### src/rtl/rle_image_compressor.sv
// rle_image_compressor: run-length encoder for a 1-bit pixel stream.
//   Emits {value, run_length} words through a small output FIFO.
//   Word layout: bit WORD_W-1 = pixel value, bits WORD_W-2:0 = run length (1..2^(WORD_W-1)-1).
// Ports:
//   clk         rising-edge clock
//   RST         synchronous reset, active-low
//   pix_valid   pixel present on pix_in
//   pix_in      pixel value
//   pix_last    final pixel of the image
//   pix_ready   pixel accepted this cycle when pix_valid is high
//   dout        compressed word at the FIFO head (0 when empty)
//   dout_valid  dout holds a word
//   dout_last   dout is the final word of the image
//   dout_ready  consumer takes dout this cycle
//   done        one-cycle pulse after the final word is popped
// Optional build macro RLE_STATS_EN adds:
//   word_count  words pushed for the current image (saturating)
//   pixel_count pixels accepted for the current image
module rle_image_compressor #(
    parameter int WORD_W     = 16,
    parameter int FIFO_DEPTH = 2
) (
    input  logic              clk,
    input  logic              RST,
    input  logic              pix_valid,
    input  logic              pix_in,
    input  logic              pix_last,
    output logic              pix_ready,
    output logic [WORD_W-1:0] dout,
    output logic              dout_valid,
    output logic              dout_last,
    input  logic              dout_ready,
    output logic              done
`ifdef RLE_STATS_EN
    ,
    output logic [15:0]       word_count,
    output logic [31:0]       pixel_count
`endif
);
    localparam int CW = WORD_W - 1;
    localparam int PW = $clog2(FIFO_DEPTH);
    localparam logic [CW-1:0] MAX = '1;
    localparam logic [PW:0] FULL = FIFO_DEPTH[PW:0];

    typedef enum logic [1:0] {IDLE, RUN, FLUSH} state_t;

    state_t            state, state_nx;
    logic              cur_val, cur_val_nx;
    logic [CW-1:0]     cnt, cnt_nx;
    logic              push, push_last;
    logic [WORD_W-1:0] push_word;
    logic [WORD_W:0]   mem [FIFO_DEPTH];
    logic [PW-1:0]     wr_ptr, rd_ptr;
    logic [PW:0]       count;
    logic              fifo_full, accept, pop, same, at_max;

    assign fifo_full  = count == FULL;
    assign pix_ready  = RST & ~fifo_full & (state != FLUSH);
    assign accept     = pix_valid & pix_ready;
    assign dout_valid = count != '0;
    assign {dout, dout_last} = dout_valid ? mem[rd_ptr] : '0;
    assign pop        = dout_valid & dout_ready;
    assign same       = pix_in == cur_val;
    assign at_max     = cnt == MAX;

    always_comb begin
        state_nx   = state;
        cur_val_nx = cur_val;
        cnt_nx     = cnt;
        push       = 1'b0;
        push_word  = '0;
        push_last  = 1'b0;
        case (state)
            IDLE: if (accept) begin
                if (pix_last) begin
                    push      = 1'b1;
                    push_word = {pix_in, CW'(1)};
                    push_last = 1'b1;
                end else begin
                    cur_val_nx = pix_in;
                    cnt_nx     = CW'(1);
                    state_nx   = RUN;
                end
            end
            RUN: if (accept) begin
                if (same && !at_max) begin
                    if (pix_last) begin
                        push      = 1'b1;
                        push_word = {cur_val, cnt + CW'(1)};
                        push_last = 1'b1;
                        state_nx  = IDLE;
                    end else begin
                        cnt_nx = cnt + CW'(1);
                    end
                end else begin
                    // Close the open run; a final pixel that starts a new run needs a second push later.
                    push       = 1'b1;
                    push_word  = {cur_val, cnt};
                    cur_val_nx = pix_in;
                    cnt_nx     = CW'(1);
                    if (pix_last) state_nx = FLUSH;
                end
            end
            FLUSH: if (!fifo_full) begin
                push      = 1'b1;
                push_word = {cur_val, cnt};
                push_last = 1'b1;
                state_nx  = IDLE;
            end
            default: state_nx = IDLE;
        endcase
    end

    always_ff @(posedge clk) begin
        if (!RST) begin
            state   <= IDLE;
            cur_val <= 1'b0;
            cnt     <= '0;
            wr_ptr  <= '0;
            rd_ptr  <= '0;
            count   <= '0;
            done    <= 1'b0;
        end else begin
            state   <= state_nx;
            cur_val <= cur_val_nx;
            cnt     <= cnt_nx;
            if (push) begin
                mem[wr_ptr] <= {push_word, push_last};
                wr_ptr      <= wr_ptr + 1'b1;
            end
            if (pop) rd_ptr <= rd_ptr + 1'b1;
            count <= count + {{PW{1'b0}}, push} - {{PW{1'b0}}, pop};
            done  <= pop & dout_last;
        end
    end

`ifdef RLE_STATS_EN
    // A pixel accepted while no run is open is the first pixel of a new image.
    always_ff @(posedge clk) begin
        if (!RST) begin
            word_count  <= '0;
            pixel_count <= '0;
        end else if (accept && state == IDLE) begin
            pixel_count <= 32'd1;
            word_count  <= {15'd0, push};
        end else begin
            pixel_count <= pixel_count + {31'd0, accept};
            if (push && word_count != 16'hFFFF) word_count <= word_count + 16'd1;
        end
    end
`endif
endmodule
### config.mk
export PLATFORM = sky130hd
export DESIGN_NAME = rle_image_compressor
export DESIGN_NICKNAME = d
export VERILOG_FILES = /design/src/rtl/rle_image_compressor.sv
export SDC_FILE = /design/constraint.sdc
export NUM_CORES = 1
export LEC_CHECK = 0
export CORE_MARGIN = 5
export CORE_UTILIZATION = 52
export DETAILED_ROUTE_END_ITERATION = 8
export DONT_BUFFER_PORTS = 1
export PLACE_DENSITY = 0.69
export SLEW_MARGIN = 15
export SYNTH_ARGS = -nofsm -noshare
export SYNTH_HDL_FRONTEND = slang
export SYNTH_SLANG_ARGS = --single-unit
### constraint.sdc
create_clock -name clk -period 5.3 [get_ports clk]
set_input_delay 1.325 -clock clk [delete_from_list [all_inputs] [get_ports clk]]
set_output_delay 1.325 -clock clk [all_outputs]
set_load 0.02 [all_outputs]
* Word-level counts from Yosys, hierarchy flattened
Memories as Yosys holds them, arrays and structs flattened. A register that Yosys moved wholly into a read port is not among the register bits.
Cells that the tools add are included.
** Storage, ports and cells
- Register bits after elaboration :: 23
- Memory bits (writable) :: 34
- Bits of input ports :: 6
- Memories :: 1
** Cells by class
- $add $sub $neg :: 5
- Eq/ne operators :: 13
- Multiplexer cells :: 41
- Bitwise gates (word level) :: 6
- Reduce and logical (&&, ||, !) cells :: 8
** Memories
- mem :: words 2, bits a word 17, rd ports 1, clocked after memory_dff 1, write ports 1, RTL line 52 : logic [WORD_W:0] mem [FIFO_DEPTH];
** Operators by type and width (number)
- 2-to-1 mux 16 bit :: 6
- 2-to-1 mux 15 bit :: 5
- case mux 16 bit (3 select lines) :: 1
- case mux 15 bit (2 select lines) :: 1
- 2-to-1 mux 17 bit :: 1
- 2-to-1 mux 1 bit :: 16
- adder 15 x 1 -> 15 bit (second input constant) :: 1
- == test 15 bit (second input constant) :: 1
- AND reduction 5 bit :: 3
- 2-to-1 mux 2 bit :: 7
- != test 2 bit (second input constant) :: 7
- case mux 1 bit (3 select lines) :: 2
- case mux 2 bit (3 select lines) :: 1
- bitwise AND 1 bit :: 5
- == test 2 bit (second input constant) :: 2
- nonzero test 2 bit :: 2
- != test 3 bit (second input constant) :: 1
- adder 1 bit (second input constant) :: 2
- adder 2 x 1 -> 2 bit :: 1
- == test 2 x 1 -> 1 bit (second input constant) :: 1
- zero test 2 bit :: 1
- case mux 1 bit (2 select lines) :: 1
- subtractor 2 x 1 -> 2 bit :: 1
- == test 1 bit :: 1
- 3 further kinds :: 3

* Depth between registers and ports, before layout
Gate-level depths: netlist (run 1).
- Depth after elaboration :: 10
- Mapped depth :: 8

* Least setup slack after synthesis (run 1)
OpenSTA, ideal clock, no wires.
- Path type :: input -> register
- From :: in RST
- To :: mem mem[1][0] (netlist name) (enable)
- Arrival :: 3.051 ns
- Data required time :: 4.909 ns
- Setup slack :: 1.858 ns
- Cell stages on the path :: 6
- Buffers on the path :: 1
- Cells stage by stage :: clkbuf_1 -> nor2b_1 -> and4_1 -> or2_1 -> o21ai_0 -> nor2_1
** Between the ends
- Longest elaborated chain between the ends :: 8
** Ends and longest elaborated chain
- start: declaration :: RTL line 24 : input logic RST,
- bitwise AND 1 bit (2 in series) :: RTL line 58 : assign pix_ready = RST & ~fifo_full & (state != FLUSH);
- bitwise AND 1 bit :: RTL line 59 : assign accept = pix_valid & pix_ready;
- 2-to-1 mux 1 bit (on tied branches) :: RTL line 85, 74
- case mux 1 bit (3 select lines) :: RTL line 73 : case (state)
- 2-to-1 mux 1 bit :: RTL line 127 : if (push) begin
- 2-to-1 mux 1 bit (*) :: RTL line 115 : if (!RST) begin
- 2-to-1 mux 1 bit (not written as such) (*) :: RTL line 128 : mem[wr_ptr] <= {push_word, push_last};
- end: declaration :: RTL line 52
Mark *: on every way between the ends. The rest lies on a longest branch, timed or not.

==> key figures, run 1 <==
Status
  • Result of the run: finished clean

STA
  • Slew at the pin closest to its max-slew limit: about 1100 ps
  • Headroom to the max-slew limit: 0.239
  • Highest Clock Rate: approximately 320 MHz
  • Setup total negative slack: 0 ps
  • Final Max Tran Viols: 0
  • Total count of hold-check failures in the final report: 0
  • Post-route clock period utilization: 0.597
  • Endpoints failing setup: 0
  • Setup repair after global routing missed its margin: false
  • Minimum period implied by the final worst setup slack: 3160 ps
  • Maximum clock skew at final layout: ~4.4 ps

Layout
  • Synth-to-layout area growth: 4.53%
  • Count of non-filler cells in the finished layout: between 400 and 500
  • Proportion of layout cells with a drive suffix above 1: 0.0821
  • Antenna diode count: 0
  • Count of fill cells added during filler insertion: about 540
  • Final-stage net count: 344
  • Leading cell type in the layout, fill and taps excluded: nor2_1
  • Most used cells in the layout excluding fill and tap cells: 41 x nor2_1, 35 x nand2_1, 34 x edfxtp_1

Die
  • Height of the chip: about 89 µm
  • Number of top-level pins: 26
  • Number of core rows: 28
  • Horizontal die dimension: a little under 90 µm
  • Core Footprint: between 5000 and 6000 µm²
  • Die Footprint: slightly below 8000 µm²
  • Initial Util: 0.544

Yosys
  • Most used DFF post-synth: edfxtp_1
  • Unique masters post-synth: between 50 and 60
  • Number of synthesized register bits: just under 60
  • Warning count from the yosys run: 0
  • Avg Cell Area, Syn: 9.33 µm²
  • Total standard cell area after synthesis: around 3300 µm²
  • Async set-reset flop share out of synthesis: 0
  • Post-synthesis net count: 357
  • Post-synthesis sequential area ratio: 0.461
  • Post-Synthesis Cells: between 300 and 400
  • Number of flops mapped to enable cells by yosys: 34

Critical path
  • Worst flop-to-flop path startpoint: cnt[0]
  • Worst-path maximum fanout: 17
  • Worst reg-to-reg setup slack: about 2500 ps
  • Worst setup EP type: primary output
  • Data required, critical path: just under 4000 ps
  • Worst endpoint data arrival time: ~1800 ps
  • Number of cell instances on the worst register-to-register path: 6
  • Critical register-to-register path endpoint: mem[0][13]
  • Classification of the worst setup path: reg -> out
  • Startpoint type of the worst setup path: flip-flop

Clock network
  • Number of clock buffers inserted by TritonCTS: 9
  • Clock slew seen by the registers of the worst setup and hold paths: around 60 ps
  • Count of hold-fix buffers inserted at cts: 0
  • CTS Buffer Depth: 2
  • # resized after CTS: 0
  • Number of sinks on the clock net: 58
  • H-tree level count: 3
  • Clock tree from TritonCTS: yes
  • Buffer cell driving the clock tree root: clkbuf_8
  • Setup repair bufs after CTS: 0
  • Clock latency of the later-clocked register in the worst-skew pair: ~330 ps

Pwr
  • Leakage power: approximately 0.0011 µW
  • IR Drop Worst-Case VDD: approximately 0.00026 V
  • Overall power consumption: 1230 µW
  • PwrDens: 360 nW/µm²

Route
  • DRC violation count after routing: 0
  • Number of vias per cell: around 6.2
  • Detailed-router iteration count before antenna repair: 4
  • Routed Wire Length: roughly 7000 µm
  • Iteration-0 DRC Markers: 149
  • Vias: about 2,600
  • Antenna Nets Post-Route: 0
  • Routed length per placed instance: around 17 µm

Worst hold path
  • Worst hold path startpoint: rd_ptr
  • Hold Path Stages: 2
  • Worst hold path class: reg -> reg

Global routing
  • Pin count of the biggest net entering global routing: 24
  • First-pass GRT wire length: 11,600 µm
  • Total grt overflow: 0
  • Global-route usage over all layers: 0.190
  • Number of antenna violations at the first check in global routing: 0
  • Vias in the first global route: 2,311

Placed design
  • DP Cell Count: 400
  • HPWL after detailed placement: between 4000 and 5000 µm
  • Final weighted congestion in routability-driven placement: between 0.8 and 0.9
  • Port Buffers: 0

Job
  • Max-capacitance violation count: 0
logic make-up after synthesis:
family / synth area share
compound gates: 0.184
xor+xnor: 0.0138
fa+ha+maj: 0.00768
buf+inv: 0.0619
flops: 0.461
mux: 0.0584
simple gates: 0.213
report_power, final:
part	switching (µW)	total (µW)	internal [µW]
Clock	165	378	213
Combinational	217	310	92.5
Sequential	38.9	538	499
registers in the layout, indices dropped and copies added (netlist names), named ones only:
signal / flops
wr_ptr: 1
mem: 34
rd_ptr: 1
cur_val: 1
count: 2
state: 2
cnt: 15
done: 1
synthesized netlist by cell type, types with 2 or more instances:
cell      number  area [µm²]
nor2_1        42         158
nand2_1       35         131
edfxtp_1      34        1020
o21ai_0       31         155
dfxtp_1       24         480
mux2i_1       19         190
nand3_1       16        80.1
clkbuf_1      13        48.8
inv_1         12        45.0
a22oi_1       11        82.6
o211ai_1      11        82.6
a21oi_1        9        45.0
and3_1         7        43.8
buf_2          7        35.0
nor3_1         6        30.0
nand4_1        5        31.3
a32oi_1        4        35.0
buf_4          4        30.0
or4_1          4        30.0
a21boi_0       3        22.5
a22o_1         3        26.3
and2_1         3        18.8
nor2b_1        3        18.8
nor4_1         3        18.8
o41ai_1        3        26.3
or2_2          3        18.8
a21o_1         2        15.0
a31o_2         2        17.5
a32o_1         2        20.0
buf_6          2        22.5
ha_1           2        25.0
nand2b_1       2        12.5
or3_1          2        12.5
layer usage:
metal	routed length, µm	global-route usage
met4	68	0.0528
met2	3040	0.283
met5	0	0
met1	3300	0.266
met3	576	0.0636
layout make-up:
type | instances | area [µm²] | share of cell area
Multi-Input combinational cell | 252 | 1560 | 0.457
Sequential cell | 58 | 1500 | 0.441
Clock buffer | 10 | 128 | 0.0375
Tap cell | 75 | 93.8 | 0.0276
Clock inverter | 6 | 57.6 | 0.0169
Inverter | 12 | 45.0 | 0.0132
Timing Repair Buffer | 3 | 22.5 | 0.00662
worst max-delay path by stage:
stage                     startpoint  cells after the start   endpoint  slack [ps]
after global placement           RST                      5    cnt[13]        2170
after CTS                   count[1]                      2  dout_last        1980
after floorplan                  RST                      6  mem[1][0]        1860
final                      flip-flop                      2  dout_last        2140
after global routing       flip-flop                      2   dout[14]        1980
after detailed placement         RST                      5    cnt[14]        2140
worst max-delay path: stages, from the launching register on:
cell and delay [ps]:
dfxtp_1 940, mux2i_1 160, nor2_1 400
metrics by stage:
| stage | setup WS [ps] | hold WS (ps) | util | cell area, µm² |
|---|---|---|---|---|
| after floorplan | 1860 | 481 | - | 3260 |
| after global placement | 2170 | 494 | 0.537 | 3220 |
| after detailed placement | 2140 | 501 | 0.537 | 3220 |
| after CTS | 1980 | 522 | 0.568 | 3400 |
| after global routing | 1980 | 573 | 0.568 | 3400 |
| final | 2140 | 516 | 0.568 | 3400 |
Power figures use the tool's default switching activity.
==> run 2: changes to the inputs <==
Settings changed: PLACE_DENSITY 0.69 to 0.72.
Clock period 5.3 ns to 2.59 ns, I/O delays scaled along.
==> key figures, run 2 (synthesis gave the netlist of run 1 again) <==
STA
  • Headroom to the max-slew limit: 0.445
  • Highest Clock Rate: 414 MHz
  • Minimum period implied by the final worst setup slack: 2420 ps
  • Total count of hold-check failures in the final report: 0
  • Endpoints failing setup: 0
  • Maximum clock skew at final layout: approximately 15 ps
  • Setup repair after global routing missed its margin: false
  • Post-route clock period utilization: 0.933
  • Slew at the pin closest to its max-slew limit: approximately 830 ps
  • Setup total negative slack: 0 ps
  • Final Max Tran Viols: 0

Critical path
  • Worst-path maximum fanout: 11
  • Data required, critical path: between 2000 and 3000 ps
  • Startpoint type of the worst setup path: flip-flop
  • Classification of the worst setup path: reg -> reg
  • Worst setup EP type: flip-flop
  • Worst endpoint data arrival time: 2470 ps

Global routing
  • Number of antenna violations at the first check in global routing: 0
  • Vias in the first global route: between 2,000 and 2,500
  • Total grt overflow: 0
  • Global-route usage over all layers: 0.197
  • Pin count of the biggest net entering global routing: 24
  • First-pass GRT wire length: approximately 12,000 µm

Pwr
  • Overall power consumption: 2760 µW
  • IR Drop Worst-Case VDD: ~0.0007 V
  • PwrDens: 757 nW/µm²
  • Leakage power: roughly 0.0013 µW

Clock network
  • Clock tree from TritonCTS: yes
  • Number of clock buffers inserted by TritonCTS: 9
  • Clock slew seen by the registers of the worst setup and hold paths: about 80 ps
  • Number of sinks on the clock net: 58
  • H-tree level count: 3
  • CTS Buffer Depth: 2
  • Buffer cell driving the clock tree root: clkbuf_8
  • Clock latency of the later-clocked register in the worst-skew pair: around 340 ps

Route
  • Routed length per placed instance: ~17 µm
  • Iteration-0 DRC Markers: between 200 and 300
  • Detailed-router iteration count before antenna repair: 5
  • Routed Wire Length: approximately 7400 µm
  • Number of vias per cell: 6.13
  • DRC violation count after routing: 0
  • Vias: between 2,000 and 3,000
  • Antenna Nets Post-Route: 0

Layout
  • Synth-to-layout area growth: 12.0%
  • Flip-flop and latch area: between 1500 and 2000 µm²
  • Register containing the most flip-flops in the final layout: mem
  • Top Registers: mem: 34 flops, cnt: 15 flops
  • Antenna diode count: 0
  • Count of fill cells added during filler insertion: 496
  • Leading cell type in the layout, fill and taps excluded: nor2_1
  • Number of flip-flops in the largest register: 34
  • Final core occ: 0.609
  • Proportion of layout cells with a drive suffix above 1: 0.144
  • Footprint of the multi-input gates: about 1600 µm²
  • Post-route cell area: 3650 µm²
  • Most used cells in the layout excluding fill and tap cells: 40 x nor2_1, 35 x nand2_1, 34 x edfxtp_1
  • Final-stage net count: 364

Die
  • Die Footprint: 7950 µm²
  • Number of core rows: 28
  • Height of the chip: around 89 µm
  • Horizontal die dimension: roughly 90 µm
  • Core Footprint: around 6000 µm²
  • Initial Util: 0.544
  • Number of top-level pins: 26

Worst hold path
  • Worst hold path class: in -> reg

Placed design
  • Final weighted congestion in routability-driven placement: about 0.9
  • HPWL after detailed placement: between 5000 and 6000 µm
  • Placed inst area: about 3400 µm²
  • Port Buffers: 0

Status
  • Result of the run: finished clean

Job
  • Max-capacitance violation count: 0
-- run 2: timing repair --
| item | 4_1_cts | 5_1_grt |
|---|---|---|
| endpoints found under the setup margin | 0 | 2 |
| setup buffers | 0 | 0 |
| hold buffers | 0 | 0 |
| resized for setup | 0 | 1 |
| endpoints found under the hold margin | 0 | 0 |
-- run 2: worst max-delay path, stage by stage, from the launching register on --
cell	delay, ps
dfxtp_1	340
ha_2	250
nand4_4	130
or4_4	670
and2_1	220
buf_4	170
a32oi_1	190
o21ai_0	150
-- run 2: per-stage QoR --
stage,setup WS (ps),instances,hold slack [ps]
finish,173,436,418
global route,11.6,436,407
CTS,138,436,406
detailed placement,187,420,528
global placement,247,420,494
floorplan,7.52,349,481
-- run 2: final timing paths --
| path | from | to | slack [ps] | depth (start not counted) |
|---|---|---|---|---|
| max | cnt[0] | mem[1][3] | 170 | 7 |
| min | pix_last | state[0] | 420 | 1 |
| max reg2reg | cnt[0] | mem[1][3] | 170 | 7 |
| min reg2reg | state[1] | state[0] | 540 | 1 |
-- run 2: layout make-up --
class | instances | share of cell area
tap | 75 | 0.0257
multi-input combinational | 252 | 0.431
timing repair buffer | 23 | 0.0542
clock inverter | 5 | 0.0233
clock buffer | 11 | 0.0419
inverter | 12 | 0.0123
sequential | 58 | 0.412
-- run 2: power breakdown --
part	internal (µW)	switching, µW	leakage (µW)
Sequential	1020	36.8	0.000495
Combinational	217	493	0.000642
Clock	604	390	0.000115
-- run 2: metal layers --
layer,vias up,routed length (µm),GRT usage
met5,-,0,0
met4,0,204,0.0947
met3,17,577,0.0470
met2,117,3220,0.287
met1,1233,3440,0.275
li1,1304,-,-
==> run 3: changes to the inputs <==
Settings changed: CORE_UTILIZATION 52 to 57, PLACE_DENSITY 0.72 to 0.77.
==> key figures, run 3 (synthesis gave the netlist of run 1 again) <==
Status
  • Result of the run: finished clean

STA
  • Endpoints failing setup: 0
  • Post-route clock period utilization: 0.950
  • Maximum clock skew at final layout: 10.9 ps
  • Final Max Tran Viols: 0
  • Total count of hold-check failures in the final report: 0
  • Minimum period implied by the final worst setup slack: approximately 2500 ps
  • Setup total negative slack: 0 ps
  • Final hold slack: 429 ps
  • Setup repair after global routing missed its margin: false
  • Slew at the pin closest to its max-slew limit: between 800 and 900 ps
  • Highest Clock Rate: between 400 and 500 MHz
  • Headroom to the max-slew limit: 0.446

Global routing
  • Met1 track demand over resource: 0.309
  • Global routing met2 resource utilization: 0.319
  • Vias in the first global route: 2,413
  • Total grt overflow: 0
  • Global Route met3 Usage: 0.0346
  • Number of antenna violations at the first check in global routing: 0
  • First-pass GRT wire length: 12,300 µm
  • Global-route usage over all layers: 0.214
  • Pin count of the biggest net entering global routing: 24
  • Most used routing layer in global routing: met2

Die
  • Initial Util: 0.588
  • Die Footprint: approximately 7300 µm²
  • Number of top-level pins: 26
  • Horizontal die dimension: 85.6 µm
  • Number of core rows: 27
  • Height of the chip: roughly 86 µm
  • Core Footprint: 5540 µm²

Layout
  • Synth-to-layout area growth: 9.22%
  • Most used cells in the layout excluding fill and tap cells: 39 x nor2_1, 35 x nand2_1, 34 x edfxtp_1
  • Register containing the most flip-flops in the final layout: mem
  • Proportion of layout cells with a drive suffix above 1: 0.140
  • Footprint of the multi-input gates: 1570 µm²
  • Leading cell type in the layout, fill and taps excluded: nor2_1
  • Antenna diode count: 0
  • Final-stage net count: ~360
  • Count of non-filler cells in the finished layout: 430
  • Number of flip-flops in the largest register: 34
  • Flip-flop and latch area: 1500 µm²
  • Top Registers: mem: 34 flops, cnt: 15 flops
  • Count of fill cells added during filler insertion: ~450

Route
  • Number of vias per cell: 6.18
  • Iteration-0 DRC Markers: between 200 and 250
  • Routed length per placed instance: roughly 17 µm
  • Vias: approximately 2,700
  • Detailed-router iteration count before antenna repair: 5
  • Antenna Nets Post-Route: 0
  • DRC violation count after routing: 0
  • Routed Wire Length: 7510 µm

Clock network
  • Clock latency of the later-clocked register in the worst-skew pair: about 340 ps
  • Clock slew seen by the registers of the worst setup and hold paths: approximately 70 ps
  • Setup repair bufs after CTS: 0
  • H-tree level count: 3
  • Clock tree from TritonCTS: yes
  • CTS Buffer Depth: 2
  • Count of hold-fix buffers inserted at cts: 0
  • Buffer cell driving the clock tree root: clkbuf_8
  • Number of clock buffers inserted by TritonCTS: 9
  • Number of sinks on the clock net: 58

Pwr
  • PwrDens: a little over 700 nW/µm²
  • IR Drop Worst-Case VDD: 0.000532 V
  • Leakage power: 0.00121 µW

Critical path
  • Classification of the worst setup path: reg -> reg
  • Worst setup EP type: flip-flop
  • Worst endpoint data arrival time: around 2500 ps
  • Data required, critical path: 2650 ps
  • Startpoint type of the worst setup path: flip-flop
  • Worst-path maximum fanout: 7

Placed design
  • Port Buffers: 0
  • DP Cell Count: 414
  • Final weighted congestion in routability-driven placement: 0.972
  • HPWL after detailed placement: 5390 µm

Worst hold path
  • Worst hold path class: in -> reg

Job
  • Max-capacitance violation count: 0
[run 3: worst paths after layout]
path | from | to | slack [ps] | cells after the start
max | cnt[1] | mem[0][3] | 130 | 7
min | pix_last | cnt[0] | 430 | 1
max reg2reg | cnt[1] | mem[0][3] | 130 | 7
min reg2reg | state[1] | state[0] | 540 | 1
[run 3: timing repair]
action	CTS	global route
hold endpoints to repair	0	0
setup endpoints to repair	18	4
gates resized for setup	1	1
[run 3: area by class of cell]
cell class                 instances  share of cell area
tap                               72              0.0253
clock inverter                     5             0.00844
clock buffer                      11              0.0397
sequential                        58               0.422
timing repair buffer              20              0.0492
multi-input combinational        252               0.442
inverter                          12              0.0127
[run 3: metrics by stage]
step,setup WS [ps],utilization,cell area (µm²),total power [µW]
finish,130,0.642,3560,2500
global route,17.4,0.642,3560,2620
CTS,119,0.642,3550,2520
detailed placement,95.5,0.610,3380,1780
global placement,241,0.610,3380,1750
floorplan,7.52,-,3270,1670
[run 3: power by group]
group	total [µW]	switching, µW	internal, µW
Clock	743	375	368
Combinational	701	495	206
Sequential	1060	40.2	1020
Total	2500	910	1590
[run 3: critical path: stages (launching register included)]
cell and delay [ps]:
dfxtp_1 420, ha_2 290, nand4_4 130, or4_4 600, and2_1 210, buf_4 180
a32oi_1 210, o21ai_0 140
[run 3: layer usage]
layer  part of all wire  up-vias
met3              0.087        8
li1                   -     1300
met1               0.45     1216
met4              0.014        0
met5                  0        -
met2               0.45      135
